===== src/rtl/sram_arbiter_if.sv =====
// Requester and SRAM bus bundle for sram_arbiter.
// The slave modport is the arbiter's view; master is the requester/SRAM side.
interface sram_arbiter_if;
  logic        req0, req1;
  logic        wr0, wr1;
  logic [31:0] addr0, addr1;
  logic [31:0] wdata0, wdata1;
  logic        gnt0, gnt1;
  logic        ack0, ack1;
  logic        err0, err1;
  logic [31:0] rdata;
  logic        sram_we, sram_re;
  logic [31:0] sram_address, sram_wd;
  logic [31:0] sram_ra;

  modport slave (
    input  req0, req1, wr0, wr1, addr0, addr1, wdata0, wdata1, sram_ra,
    output gnt0, gnt1, ack0, ack1, err0, err1, rdata,
    output sram_we, sram_re, sram_address, sram_wd
  );

  modport master (
    output req0, req1, wr0, wr1, addr0, addr1, wdata0, wdata1, sram_ra,
    input  gnt0, gnt1, ack0, ack1, err0, err1, rdata,
    input  sram_we, sram_re, sram_address, sram_wd
  );
endinterface


===== src/rtl/sram_arbiter.sv =====
// Two-port round-robin arbiter in front of a single-port SRAM.
// Each access takes IDLE -> ACCESS -> RESP; all outputs are registered.
module sram_arbiter #(
  parameter int unsigned SRAM_DEPTH = 128
) (
  input  logic          CLK,
  input  logic          RST,
  sram_arbiter_if.slave bus
);
  typedef enum logic [1:0] {IDLE = 2'd0, ACCESS = 2'd1, RESP = 2'd2} state_t;

  localparam logic [31:0] DEPTH_W = 32'(SRAM_DEPTH);

  state_t      state_r, state_s;
  logic        last_r, last_s, sel_r, sel_s, wr_r, wr_s, oor_r, oor_s;
  logic        gnt0_r, gnt0_s, gnt1_r, gnt1_s;
  logic        ack0_r, ack0_s, ack1_r, ack1_s;
  logic        err0_r, err0_s, err1_r, err1_s;
  logic        sram_we_r, sram_we_s, sram_re_r, sram_re_s;
  logic [31:0] sram_address_r, sram_address_s, sram_wd_r, sram_wd_s;
  logic [31:0] rdata_r, rdata_s;
  logic        win_s, win_wr_s, in_range_s;
  logic [31:0] win_addr_s, win_wdata_s;

  // Next-state, arbitration and registered-output decode
  always_comb begin
    state_s        = state_r;
    last_s         = last_r;
    sel_s          = sel_r;
    wr_s           = wr_r;
    oor_s          = oor_r;
    rdata_s        = rdata_r;
    gnt0_s         = 1'b0;
    gnt1_s         = 1'b0;
    ack0_s         = 1'b0;
    ack1_s         = 1'b0;
    err0_s         = 1'b0;
    err1_s         = 1'b0;
    sram_we_s      = 1'b0;
    sram_re_s      = 1'b0;
    sram_address_s = 32'h0000_0000;
    sram_wd_s      = 32'h0000_0000;
    // With both requesting, the port not served last wins
    win_s       = (bus.req0 && bus.req1) ? ~last_r : bus.req1;
    win_wr_s    = win_s ? bus.wr1 : bus.wr0;
    win_addr_s  = win_s ? bus.addr1 : bus.addr0;
    win_wdata_s = win_s ? bus.wdata1 : bus.wdata0;
    in_range_s  = (win_addr_s < DEPTH_W);

    case (state_r)
      IDLE: begin
        if (bus.req0 || bus.req1) begin
          state_s = ACCESS;
          last_s  = win_s;
          sel_s   = win_s;
          wr_s    = win_wr_s;
          oor_s   = ~in_range_s;
          gnt0_s  = ~win_s;
          gnt1_s  = win_s;
          if (in_range_s) begin
            sram_address_s = win_addr_s;
            sram_we_s      = win_wr_s;
            sram_re_s      = ~win_wr_s;
            sram_wd_s      = win_wr_s ? win_wdata_s : 32'h0000_0000;
          end else begin
            sram_address_s = 32'h0000_0000;
          end
        end else begin
          state_s = IDLE;
        end
      end
      ACCESS: begin
        state_s = RESP;
        ack0_s  = ~sel_r;
        ack1_s  = sel_r;
        err0_s  = ~sel_r & oor_r;
        err1_s  = sel_r & oor_r;
        if (!wr_r && !oor_r) begin
          rdata_s = bus.sram_ra;
        end else begin
          rdata_s = rdata_r;
        end
      end
      RESP: begin
        state_s = IDLE;
      end
      default: begin
        state_s = IDLE;
      end
    endcase
  end

  // State and output registers with synchronous reset
  always_ff @(posedge CLK) begin
    if (RST) begin
      state_r        <= IDLE;
      last_r         <= 1'b1;
      sel_r          <= 1'b0;
      wr_r           <= 1'b0;
      oor_r          <= 1'b0;
      gnt0_r         <= 1'b0;
      gnt1_r         <= 1'b0;
      ack0_r         <= 1'b0;
      ack1_r         <= 1'b0;
      err0_r         <= 1'b0;
      err1_r         <= 1'b0;
      sram_we_r      <= 1'b0;
      sram_re_r      <= 1'b0;
      sram_address_r <= 32'h0000_0000;
      sram_wd_r      <= 32'h0000_0000;
      rdata_r        <= 32'h0000_0000;
    end else begin
      state_r        <= state_s;
      last_r         <= last_s;
      sel_r          <= sel_s;
      wr_r           <= wr_s;
      oor_r          <= oor_s;
      gnt0_r         <= gnt0_s;
      gnt1_r         <= gnt1_s;
      ack0_r         <= ack0_s;
      ack1_r         <= ack1_s;
      err0_r         <= err0_s;
      err1_r         <= err1_s;
      sram_we_r      <= sram_we_s;
      sram_re_r      <= sram_re_s;
      sram_address_r <= sram_address_s;
      sram_wd_r      <= sram_wd_s;
      rdata_r        <= rdata_s;
    end
  end

  assign bus.gnt0         = gnt0_r;
  assign bus.gnt1         = gnt1_r;
  assign bus.ack0         = ack0_r;
  assign bus.ack1         = ack1_r;
  assign bus.err0         = err0_r;
  assign bus.err1         = err1_r;
  assign bus.rdata        = rdata_r;
  assign bus.sram_we      = sram_we_r;
  assign bus.sram_re      = sram_re_r;
  assign bus.sram_address = sram_address_r;
  assign bus.sram_wd      = sram_wd_r;
endmodule


===== src/flat_wrapper.sv =====
// flat-port wrapper written by rule: the top's interface ports become plain ports
module sram_arbiter_flat 
#(
  parameter int unsigned SRAM_DEPTH = 128
)
  (CLK, RST, bus_req0, bus_req1, bus_wr0, bus_wr1, bus_addr0, bus_addr1, bus_wdata0, bus_wdata1, bus_sram_ra, bus_gnt0, bus_gnt1, bus_ack0, bus_ack1, bus_err0, bus_err1, bus_rdata, bus_sram_we, bus_sram_re, bus_sram_address, bus_sram_wd);
  sram_arbiter_if bus_i ();
  input  logic CLK;
  input  logic RST;
  input wire logic [$bits(bus_i.req0)-1:0] bus_req0;
  input wire logic [$bits(bus_i.req1)-1:0] bus_req1;
  input wire logic [$bits(bus_i.wr0)-1:0] bus_wr0;
  input wire logic [$bits(bus_i.wr1)-1:0] bus_wr1;
  input wire logic [$bits(bus_i.addr0)-1:0] bus_addr0;
  input wire logic [$bits(bus_i.addr1)-1:0] bus_addr1;
  input wire logic [$bits(bus_i.wdata0)-1:0] bus_wdata0;
  input wire logic [$bits(bus_i.wdata1)-1:0] bus_wdata1;
  input wire logic [$bits(bus_i.sram_ra)-1:0] bus_sram_ra;
  output wire logic [$bits(bus_i.gnt0)-1:0] bus_gnt0;
  output wire logic [$bits(bus_i.gnt1)-1:0] bus_gnt1;
  output wire logic [$bits(bus_i.ack0)-1:0] bus_ack0;
  output wire logic [$bits(bus_i.ack1)-1:0] bus_ack1;
  output wire logic [$bits(bus_i.err0)-1:0] bus_err0;
  output wire logic [$bits(bus_i.err1)-1:0] bus_err1;
  output wire logic [$bits(bus_i.rdata)-1:0] bus_rdata;
  output wire logic [$bits(bus_i.sram_we)-1:0] bus_sram_we;
  output wire logic [$bits(bus_i.sram_re)-1:0] bus_sram_re;
  output wire logic [$bits(bus_i.sram_address)-1:0] bus_sram_address;
  output wire logic [$bits(bus_i.sram_wd)-1:0] bus_sram_wd;
  assign bus_i.req0 = bus_req0;
  assign bus_i.req1 = bus_req1;
  assign bus_i.wr0 = bus_wr0;
  assign bus_i.wr1 = bus_wr1;
  assign bus_i.addr0 = bus_addr0;
  assign bus_i.addr1 = bus_addr1;
  assign bus_i.wdata0 = bus_wdata0;
  assign bus_i.wdata1 = bus_wdata1;
  assign bus_i.sram_ra = bus_sram_ra;
  assign bus_gnt0 = bus_i.gnt0;
  assign bus_gnt1 = bus_i.gnt1;
  assign bus_ack0 = bus_i.ack0;
  assign bus_ack1 = bus_i.ack1;
  assign bus_err0 = bus_i.err0;
  assign bus_err1 = bus_i.err1;
  assign bus_rdata = bus_i.rdata;
  assign bus_sram_we = bus_i.sram_we;
  assign bus_sram_re = bus_i.sram_re;
  assign bus_sram_address = bus_i.sram_address;
  assign bus_sram_wd = bus_i.sram_wd;
  sram_arbiter #(.SRAM_DEPTH(SRAM_DEPTH)) u_core (.CLK(CLK), .RST(RST), .bus(bus_i));
endmodule

===== config.mk =====
export PLATFORM = sky130hd
export DESIGN_NAME = sram_arbiter_flat
export DESIGN_NICKNAME = d
export VERILOG_FILES = /design/src/rtl/sram_arbiter_if.sv /design/src/rtl/sram_arbiter.sv /design/src/flat_wrapper.sv
export SDC_FILE = /design/constraint.sdc
export NUM_CORES = 1
export LEC_CHECK = 0
export ABC_AREA = 1
export CAP_MARGIN = 20
export CORE_ASPECT_RATIO = 0.9
export CORE_MARGIN = 2
export CORE_UTILIZATION = 39
export DETAILED_ROUTE_END_ITERATION = 8
export PLACE_DENSITY = 0.85
export REMOVE_ABC_BUFFERS = 1
export SLEW_MARGIN = 20
export SYNTH_ARGS = -nofsm -noshare
export SYNTH_HDL_FRONTEND = slang
export SYNTH_SLANG_ARGS = --single-unit

===== constraint.sdc =====
create_clock -name CLK -period 2.41 [get_ports CLK]
set_input_delay 0.482 -clock CLK [delete_from_list [all_inputs] [get_ports CLK]]
set_output_delay 0.482 -clock CLK [all_outputs]
set_load 0.05 [all_outputs]

* Yosys cells after proc, flatten, opt, wreduce, memory -nomap -nowiden
Cells that the tools add are included.
Storage, ports and cells: register bits 110, bits in latches 0, memory bits (writable) 0, memory bits (read-only) 0, output and inout bits 104, word-level logic and storage cells 46, memories kept 0
Operators by class: add/sub/neg operators 0, multiply operators 0, div/mod/pow operators 0, magnitude comparators 1, equality and inequality tests 1, shifts and indexed selects 0, multiplexer cells 6, bitwise operators 10, reduce and logical (&&, ||, !) cells 12
Operators by type and width (count):
- 2-to-1 mux 32 bit | 2
- < comparator 32 x 8 -> 1 bit, second input constant | 1
- NOT 1 bit | 8
- OR reduction 5 bit | 1
- case mux 2 bit (2 select lines) | 1
- AND reduction 2 bit | 2
- OR reduction 4 bit | 1
- 2-to-1 mux 1 bit | 3
- OR reduction 3 bit | 1
- bitwise AND 1 bit | 2
- == test 2 x 1 -> 1 bit, second input constant | 1
- logical AND 1 bit | 2
- zero test 1 bit | 2
- zero test 2 bit | 1
- OR reduction 2 bit | 1
- logical OR 1 bit | 1

* Logic depth before layout (Yosys ltp)
Gate-level depths: netlist (run 1).
word-level depth 6, mapped depth 12, mapped depth without buffers 12

* Worst setup path after synthesis (run 1)
Ideal clock, no wire load.
path kind input port to flip-flop, from in bus_req1, to reg u_core.sram_we_r, in the netlist u_core.bus.sram_we, setup time 0.114 ns, arrival 1.634 ns, required time 2.296 ns, setup slack 0.663 ns, stages on the path 9, path buffers 3, cell sequence buf_4 > nand2_4 > inv_2 > buf_6 > or2_2 > o21a_1 > nand4_4 > buf_6 > inv_1
Between the ends: cells in the longest elaborated chain, start to end 6
RTL lines:
- from (decl) | line flat_wrapper.sv:11 | input wire logic [$bits(bus_i.req1)-1:0] bus_req1;
- logical AND 1 bit | line sram_arbiter.sv:44 | win_s = (bus.req0 && bus.req1) ? ~last_r : bus.req1;
- 2-to-1 mux 1 bit | line sram_arbiter.sv:44
- 2-to-1 mux 32 bit | line sram_arbiter.sv:46 | win_addr_s = win_s ? bus.addr1 : bus.addr0;
- < comparator 32 x 8 -> 1 bit | line sram_arbiter.sv:48 | in_range_s = (win_addr_s < DEPTH_W);
- NOT 1 bit
- OR reduction 4 bit (no line)
- to (signal assigned) | line sram_arbiter.sv:124 | sram_we_r <= sram_we_s;
- to (decl) | line sram_arbiter.sv:19 | logic sram_we_r, sram_we_s, sram_re_r, sram_re_s;
Several ways; a longest one is shown, not always the timed one. A chain may end at the register's enable or synchronous reset.

* Worst setup path in the final report (run 1)
from in bus_req1, to reg u_core.sram_wd_r[28], in the netlist u_core.bus.sram_wd[28]
Between the ends: cells in the longest elaborated chain, start to end 6
RTL lines:
- logical AND 1 bit | line sram_arbiter.sv:44
- 2-to-1 mux 1 bit | line sram_arbiter.sv:44
- 2-to-1 mux 32 bit | line sram_arbiter.sv:46
- < comparator 32 x 8 -> 1 bit | line sram_arbiter.sv:48
- NOT 1 bit
- OR reduction 5 bit (no line)
- to (signal assigned) | line sram_arbiter.sv:127 | sram_wd_r <= sram_wd_s;
- to (decl) | line sram_arbiter.sv:20 | logic [31:0] sram_address_r, sram_address_s, sram_wd_r, sram_wd_s;
Several ways; a longest one is shown, not always the timed one.

==> results.md, run 1 <==
- Status: finished, final reports clean
- Count of flip-flops with a built-in enable after synthesis: 0
- FFs w/ async S/R, synth: 0
- All-layer global routing usage: 0.217
- Via count: between 4000 and 5000
- Vias in the first global route: 4390
- CP arrival: around 2.5 ns
- Maximum clock frequency: 454 MHz
- Yosys top cell area share: 0.523
- R2r setup slk: roughly 0.57 ns
- Netlist Area Pre-Place: 0.00421 sq mm
- Unrepaired setup endpoints after global routing: no
- Routed WL: ~13000 um
- Mapped Cells: between 500 and 600
- Largest net degree at the start of global routing: 33
- Worst R2R Start: u_core.last_r
- Row count: 35
- PwrDens: 592 mW/mm^2
- DP Worst Slack: -0.158 ns
- NetSw: around 1.3 mW
- Initial Util: 0.405
- Later-pin clock latency in the skew report: about 0.34 ns
- Chip Height: about 100 um
- Yosys warning count: 0
- Gates resized, CTS repair: 0
- Sequential fraction of the synthesis area: 0.523
- Horiz. Die Dim: about 110 um
- Largest fanout on the critical path: 32
- Drt via density: 4.50
- Port Buffers: between 200 and 300
- Final ANT Viol Nets: 0
- Clock-pin slew on the worst setup and hold paths: roughly 0.08 ns
- Slew headroom: 0.362
- Worst EP required: between 2 and 3 ns
- CP max stage delay: 0.62 ns
- Placed insts: around 970
- Flops & latches, synth: 110
- Fin worst setup slack: 0.205 ns
- Critical Path Stages: 11
- CTS Buffer Depth: 2
- CP Cell Sequence: clkdlybuf4s50_1 > buf_4 > nand3b_1 > nand2_1 > nand2_1 > nor2_1 > nand2_1 > nor2_4 > nand4_4 > buf_12 > nor2_1
- Slowest-stage cell, CP: clkdlybuf4s50_1
- CTS H-tree depth: 3
- Top_reg_cell synth: dfxtp_1
- Layout cells sized above 1: 0.0836
- Slew Limit Fails: 0
- Routability Congestion: a little over 0.9
- Period utilisation layout: 0.915
- Area Overhead vs Synth: 77.2%
- Area occupied by multi-input gates: 0.00174 sq mm
- 1st-pass router iterations: 4
- Post-layout min period: ~2.2 ns
- Per-cell routed wire length: about 13 um
- Critical Path End Type: flip-flop
- Placed cell area: 0.00715 sq mm
- Maximum vdd drop: between 0.3 and 0.4 mV
- Top cells by area, synth: dfxtp_1 (52%), nand2_1 (16%), nor2_1 (7.6%), inv_1 (5.0%), nor2_2 (4.5%)
- Worst-Margin Slew: approximately 0.96 ns
- Clock skew: 0.0122 ns
- CP Buf/Inv Count: 3
- Crit. Startpoint: bus_req1
- Max-Cap Viols: 0
- Post-route cell area: roughly 0.0075 sq mm
- CP endpoint: u_core.bus.sram_wd[28]
- Num ports: between 200 and 300
- Die Area: around 0.012 sq mm
- Internal power: between 3 and 4 mW
- R2R depth: 11
- DRT iter0 DRCs: ~230
- Combinational share of power: 0.234
- Ant. Diodes: 0
- Cell variety after synth: 24
- Initial antenna violation count: 0
- Final HPWL DP: between 10000 and 15000 um
- Final setup fails: 0
- Nets@finish: between 1000 and 1500
- Post-route insts no fill: 990
- Leakage: 3.39 nW
- Total core area: roughly 0.010 sq mm
- Switching share of power: 0.296
- Crit path top cell by count: nand2_1
- Clk pwr share: 0.328
- Root Driver: clkbuf_16
- Fill count: between 700 and 800
- Hold Path Class: reg -> reg
- Post-synth top area cell: dfxtp_1
- Seq. cell area: approximately 0.0022 sq mm
- Delay-heaviest family, CP: buffers and inverters
- Synth Area per Inst: roughly 7.5 sq um
- Seq pwr share: 0.438
- Post-Route Setup TNS: 0 ns
- GRT Residual Overflow: 0
- Global-route wire length before repair: between 20000 and 25000 um
- Total Power: 4.42 mW
- TritonCTS clock tree: done
- Drt drc: 0
- Clock sinks: 110
- Setup repair bufs after CTS: 0
- Critical path launch point type: primary input
- Final hold viol count: 0
- Cts bufs inserted: 9
- Critical R2R Capture: u_core.bus.sram_address[3]
- Hold buffer count at CTS: 0
- Critical path class: in -> reg
## worst register-to-register path, delay by kind of cell (launching register included)
family	cells	cell delay (ns)
AND/OR/NAND/NOR	8	0.95
flip-flops	1	0.38
buffers and inverters	2	0.27
AO/OA/AOI/OAI	1	0.19
## power by group through the flow
stage | Combinational (mW) | Clock (mW) | Sequential, mW
final | 1.03 | 1.45 | 1.93
after global routing | 1.12 | 1.57 | 1.94
after CTS | 1.03 | 1.48 | 1.93
after detailed placement | 1.03 | 0 | 1.98
after global placement | 1.01 | 0 | 1.97
after floorplan | 0.262 | 0 | 2.22
## metal layers
layer  up-vias  global-route usage  routed length, um
met3        14              0.0823               1330
met4         0              0.0535                172
met1      1965               0.223               4710
li1       2252                   -                  -
met2       224               0.419               6720
met5         -                   0                  0
## worst min-delay path by stage
| stage | start | to | depth (start not counted) |
|---|---|---|---|
| floorplan | u_core.sel_r | u_core.bus.ack0 | 1 |
| global placement | u_core.sel_r | u_core.bus.ack0 | 1 |
| detailed placement | u_core.sel_r | u_core.bus.ack0 | 1 |
| CTS | u_core.sel_r | u_core.bus.ack0 | 1 |
| global route | u_core.sel_r | u_core.bus.ack0 | 1 |
| finish | u_core.sel_r | u_core.bus.ack0 | 1 |
## cell type report
type / count / area share
Inverter: 57 / 0.0287
Tap cell: 129 / 0.0216
Clock inverter: 7 / 0.0102
Multi-Input combinational cell: 393 / 0.233
Clock buffer: 9 / 0.0302
Sequential cell: 110 / 0.295
Timing Repair Buffer: 285 / 0.381
## synth_stat cells, types with 2 or more instances
library cell,count
nand2_4,2
clkbuf_1,13
nor2_4,2
a21oi_1,9
buf_2,5
nand3b_1,9
nand2_1,175
buf_1,2
nor2_2,30
nor2_1,85
inv_1,56
o21ai_0,37
nand3_1,10
nor3_1,4
buf_6,6
dfxtp_1,110
## sequential cells by signal, indices dropped and copies added, names as in the netlist
register and flops:
u_core.last_r 1, u_core.state_r 2, u_core.bus.err1 1, u_core.sel_r 1, u_core.bus.sram_address 32, u_core.bus.sram_we 1
u_core.bus.sram_re 1, u_core.bus.gnt0 1, u_core.bus.sram_wd 32, u_core.wr_r 1, u_core.bus.ack1 1, u_core.bus.ack0 1
u_core.bus.gnt1 1, u_core.bus.err0 1, u_core.oor_r 1, u_core.bus.rdata 32
## layout by cell type (no fill, tap or decap), types with 2 or more instances in the layout
cell / synthesis / layout
clkdlybuf4s50_1: 0 / 269
nand2_1: 175 / 175
dfxtp_1: 110 / 110
nor2_1: 85 / 85
inv_1: 56 / 56
o21ai_0: 37 / 37
nor2_2: 30 / 30
conb_1: 1 / 25
buf_4: 1 / 14
nand3_1: 10 / 10
nand3b_1: 9 / 9
a21oi_1: 9 / 9
clkbuf_16: 0 / 9
nor3_1: 4 / 3
nor2_4: 2 / 2
nor3_2: 1 / 2
inv_8: 0 / 2
buf_12: 0 / 2
## logic make-up after synthesis
kind of cell           synth area share
other                          0.000891
buffers and inverters            0.0880
DFF                               0.523
AOI/OAI and AO/OA                0.0565
and+or+nand+nor                   0.331
## stage by stage
step,utilization,hold slack (ns)
CTS,0.718,0.464
finish,0.718,0.466
floorplan,-,0.426
global placement,0.688,0.441
detailed placement,0.688,0.439
global route,0.718,0.499
Power figures use the tool's default switching activity.
==> run 2, diff against run 1 <==
PLACE_DENSITY = default   (was 0.85)
PLACE_DENSITY_LB_ADDON = 0.3   (was default)
==> results.md, run 2 (synthesis gave the netlist of run 1 again) <==
- Routed WL: between 10000 and 15000 um
- CTS H-tree depth: 3
- Global routing met2 resource utilization: 0.429
- Cts bufs inserted: 9
- Layout cells sized above 1: 0.0868
- Nets@finish: ~1000
- 1st-pass router iterations: 4
- Hold Path Class: reg -> reg
- Area Overhead vs Synth: 77.2%
- Largest fanout on the critical path: 20
- Critical path class: in -> reg
- Setup repair bufs after CTS: 0
- Maximum vdd drop: ~0.42 mV
- Final hold viol count: 0
- CP arrival: 2.34 ns
- Horiz. Die Dim: 113 um
- Initial Util: 0.405
- Hold buffer count at CTS: 0
- Maximum clock frequency: between 400 and 500 MHz
- All-layer global routing usage: 0.226
- CP endpoint: u_core.bus.sram_address[1]
- Placed cell area: around 0.0072 sq mm
- Worst EP required: approximately 2.7 ns
- CTS Buffer Depth: 2
- Worst R2R Start: u_core.last_r
- Fin worst setup slack: 0.335 ns
- Unrepaired setup endpoints after global routing: no
- Drt via density: 4.46
- Largest net degree at the start of global routing: 33
- Vias in the first global route: 4374
- Worst-Margin Slew: slightly below 1 ns
- Final setup fails: 0
- Seq. cell area: roughly 0.0022 sq mm
- Status: finished, final reports clean
- Met3 usage: 0.0870
- Placed insts: approximately 1000
- Row count: 35
- Period utilisation layout: 0.861
- R2r setup slk: 0.62 ns
- Critical Path End Type: flip-flop
- Die Area: approximately 0.012 sq mm
- Origin of the worst min-delay path: u_core.sel_r
- Via count: roughly 4400
- Top Usage Layer GRT: met2
- Total core area: 0.0104 sq mm
- Max-Cap Viols: 0
- Port Buffers: around 270
- Later-pin clock latency in the skew report: 0.34 ns
- DP Worst Slack: -0.00842 ns
- Post-route insts no fill: a little under 1000
- Post-layout min period: around 2.1 ns
- Slew Limit Fails: 0
- Most frequent cells in the layout: clkdlybuf4s50_1 (269), nand2_1 (175), dfxtp_1 (110), nor2_1 (85), inv_1 (56)
- Total Power: between 4 and 5 mW
- Area occupied by multi-input gates: about 0.0017 sq mm
- Post-Route Setup TNS: 0 ns
- GRT Residual Overflow: 0
- Met1 usage: 0.232
- Fill count: 778
- Initial antenna violation count: 0
- Drt drc: 0
- Leakage: around 3.4 nW
- Slew headroom: 0.353
- TritonCTS clock tree: done
- DRT iter0 DRCs: about 260
- Ant. Diodes: 0
- Global-route wire length before repair: ~20000 um
- Post-route cell area: between 0.007 and 0.008 sq mm
- Final ANT Viol Nets: 0
- PwrDens: about 590 mW/mm^2
- Crit. Startpoint: bus_req0
- Root Driver: clkbuf_16
- Final HPWL DP: roughly 11000 um
- Chip Height: 103 um
- R2R depth: 11
- Per-cell routed wire length: approximately 14 um
- Clock-pin slew on the worst setup and hold paths: approximately 0.07 ns
- Clock sinks: 110
- Num ports: 270
- Gates resized, CTS repair: 0
- Routability Congestion: around 0.83
- Commonest non-fill, non-tap cell in the layout: clkdlybuf4s50_1
- Critical path launch point type: primary input
- Critical R2R Capture: u_core.bus.sram_address[1]
- Clock skew: 0.0111 ns
run 2: cell count changes in the layout (fill, tap and decap cells not counted):
cell,delta
buf_4,+3
clkinv_2,+1
clkinv_4,-1
clkinvlp_4,-1
inv_12,-1
inv_6,+3
inv_8,-1
nand2_4,+1
nand2_8,-1
run 2: worst min-delay path by stage:
stage	to	slack [ns]	cells past startpoint
after floorplan	u_core.bus.ack0	0.43	1
after global placement	u_core.bus.ack0	0.46	1
after detailed placement	u_core.bus.ack0	0.46	1
after CTS	u_core.bus.ack0	0.48	1
after global routing	u_core.bus.ack0	0.51	1
final	u_core.bus.ack0	0.49	1
run 2: worst max-delay path, stage by stage:
cell,delay [ns]
clkdlybuf4s50_1,0.46
nand2_4,0.10
nand2_4,0.13
buf_12,0.18
nand2_1,0.05
nand2_1,0.05
nor2_1,0.12
nand3_1,0.14
nor2_4,0.16
buf_4,0.13
nand3_2,0.16
a21oi_1,0.16
run 2: layout make-up:
cell class | count | area share
clock inverters | 7 | 0.00856
well taps | 129 | 0.0216
multi-input cells | 393 | 0.232
repair buffers | 288 | 0.384
inverters | 57 | 0.0287
clock buffers | 9 | 0.0302
flip-flops and latches | 110 | 0.295
run 2: through the flow:
stage	hold slack, ns	utilization
finish	0.487	0.719
global route	0.509	0.719
CTS	0.480	0.719
detailed placement	0.462	0.691
global placement	0.459	0.691
floorplan	0.426	-
run 2: per-layer routing:
layer  up-vias  routed length, um
met1      1967               5050
met3        17               1300
met5         -                  0
met4         0                245
met2       190               6980
li1       2256                  -
run 2: where the power goes:
part / switching [mW] / internal (mW) / leakage (nW) / total [mW]
clock network: 0.682 / 0.725 / 0.145 / 1.41
registers: 0.0379 / 1.90 / 0.901 / 1.94
logic: 0.564 / 0.474 / 2.36 / 1.04
total: 1.28 / 3.10 / 3.41 / 4.38
==> run 3, diff against run 2 <==
CORE_ASPECT_RATIO = default   (was 0.9)
CTS_CLUSTER_DIAMETER = 150   (was default)
GPL_ROUTABILITY_DRIVEN = 0   (was default)
==> results.md, run 3 (synthesis gave the netlist of run 1 again) <==
- Chip Height: roughly 110 um
- TritonCTS clock tree: done
- Root Driver: clkbuf_8
- Clock sinks: between 100 and 150
- Combinational share of power: 0.253
- CP endpoint: u_core.bus.sram_address[4]
- Worst R2R Start: u_core.last_r
- Setup repair bufs after CTS: 0
- Hold buffer count at CTS: 0
- Metal-1 WL: 4710 um
- Via count: about 4400
- Worst EP required: approximately 2.7 ns
- Routed WL: approximately 13000 um
- Status: finished, final reports clean
- Largest net degree at the start of global routing: 36
- Num ports: 270
- Critical path class: in -> reg
- Final hold viol count: 0
- Post-route cell area: between 0.007 and 0.008 sq mm
- Unrepaired setup endpoints after global routing: no
- Hold Path Class: reg -> reg
- Placed cell area: 0.00713 sq mm
- Critical Path End Type: flip-flop
- Seq pwr share: 0.475
- Slowest-stage cell, CP: clkdlybuf4s50_1
- Drt via density: 4.41
- CP arrival: ~2.3 ns
- Area Overhead vs Synth: 74.4%
- Largest fanout on the critical path: 19
- Final setup fails: 0
- DP Worst Slack: -0.0253 ns
- Internal power: 2.79 mW
- Per-cell routed wire length: roughly 13 um
- Fill count: a little over 800
- Drt drc: 0
- Most frequent cells in the layout: clkdlybuf4s50_1 (269), nand2_1 (175), dfxtp_1 (110), nor2_1 (85), inv_1 (56)
- Placed insts: a little under 1000
- Worst-Margin Slew: roughly 0.97 ns
- Layout cells sized above 1: 0.0783
- Die Area: 0.0116 sq mm
- Total core area: approximately 0.010 sq mm
- Leakage: roughly 3.3 nW
- GRT Residual Overflow: 0
- Clock skew: around 0.017 ns
- CTS Buffer Depth: 2
- Hold Slack: ~0.47 ns
- Post-Route Setup TNS: 0 ns
- Initial antenna violation count: 0
- Total Power: around 4 mW
- Finished Core Util: 0.705
- Clock-pin slew on the worst setup and hold paths: 0.11 ns
- Maximum clock frequency: 489 MHz
- Switching share of power: 0.314
- Crit. Startpoint: bus_req0
- Fin worst setup slack: between 0.3 and 0.4 ns
- Slew Limit Fails: 0
- Vias in the first global route: between 4000 and 5000
- R2R depth: 11
- Slew headroom: 0.354
- All-layer global routing usage: 0.221
- NetSw: between 1 and 1.5 mW
- Critical R2R Capture: u_core.bus.sram_address[4]
- Port Buffers: 269
- Ant. Diodes: 0
- Cts bufs inserted: 9
- Initial Util: 0.404
- Post-layout min period: 2.05 ns
- Commonest non-fill, non-tap cell in the layout: clkdlybuf4s50_1
- R2r setup slk: between 0.6 and 0.7 ns
- Gates resized, CTS repair: 0
- 1st-pass router iterations: 6
- Post-route insts no fill: around 990
- Crit path top cell by count: nand2_1
- Nets@finish: between 1000 and 1500
- CP Cell Sequence: clkdlybuf4s50_1 > nand2_4 > nand2_4 > buf_12 > nand2_1 > o21ai_0 > nand2_1 > nor2_1 > nand2_1 > nor2_4 > nand3_2 > a21oi_1
- Clk pwr share: 0.272
- Max-Cap Viols: 0
- Horiz. Die Dim: ~110 um
- Final HPWL DP: 10500 um
- Later-pin clock latency in the skew report: roughly 0.37 ns
- CTS H-tree depth: 3
- CP max stage delay: 0.53 ns
- DRT iter0 DRCs: 239
- Final ANT Viol Nets: 0
- Detail Route met2 WL: 6720 um
- PwrDens: between 500 and 600 mW/mm^2
- Max Used Layer: met4
- Period utilisation layout: 0.849
- Maximum vdd drop: 0.313 mV
- Row count: 37
- Routed wl met3: 1380 um
- Global-route wire length before repair: between 15000 and 20000 um
- Critical path launch point type: primary input
run 3: cell count changes in the layout (fill, tap and decap cells not counted):
| cell | change |
|---|---|
| clkbuf_8 | +9 |
| inv_6 | -1 |
| buf_12 | +1 |
| clkinv_4 | +1 |
| buf_4 | -9 |
| inv_12 | +1 |
| clkinv_8 | +1 |
| clkbuf_16 | -9 |
| clkinv_2 | -2 |
run 3: layer usage:
layer  up-vias  track usage
li1       2238            -
met1      1916        0.220
met2       198        0.411
met3        23       0.0811
met4         0       0.0897
met5         -            0
run 3: final cells by class:
| class | count | area, sq um | area share |
|---|---|---|---|
| multi-input cells | 393 | 1730 | 0.236 |
| inverters | 57 | 214 | 0.0292 |
| clock inverters | 7 | 86.3 | 0.0118 |
| flip-flops and latches | 110 | 2200 | 0.300 |
| clock buffers | 9 | 124 | 0.0169 |
| repair buffers | 280 | 2810 | 0.383 |
| well taps | 136 | 170 | 0.0232 |
run 3: worst max-delay path, delay by kind of cell:
family | cells | cell delay [ns]
buffers and inverters | 2 | 0.67
and+or+nand+nor | 8 | 0.89
AOI/OAI and AO/OA | 2 | 0.28
run 3: worst min path at each step:
stage	from	endpoint	depth (start not counted)
5_1_grt	u_core.sel_r	u_core.bus.ack0	1
6_report	u_core.sel_r	u_core.bus.ack0	1
3_3_place_gp	u_core.sel_r	u_core.bus.ack0	1
2_1_floorplan	u_core.sel_r	u_core.bus.ack0	1
4_1_cts	u_core.sel_r	u_core.bus.ack0	1
3_5_place_dp	u_core.sel_r	u_core.bus.ack0	1
run 3: power by group through the flow:
stage          sequential, mW  clock [mW]  combinational, mW
4_1_cts                  1.93        1.14               1.03
3_3_place_gp             1.97           0               1.01
2_1_floorplan            2.22           0              0.262
3_5_place_dp             1.98           0               1.03
5_1_grt                  1.94        1.22               1.11
6_report                 1.93        1.11               1.03
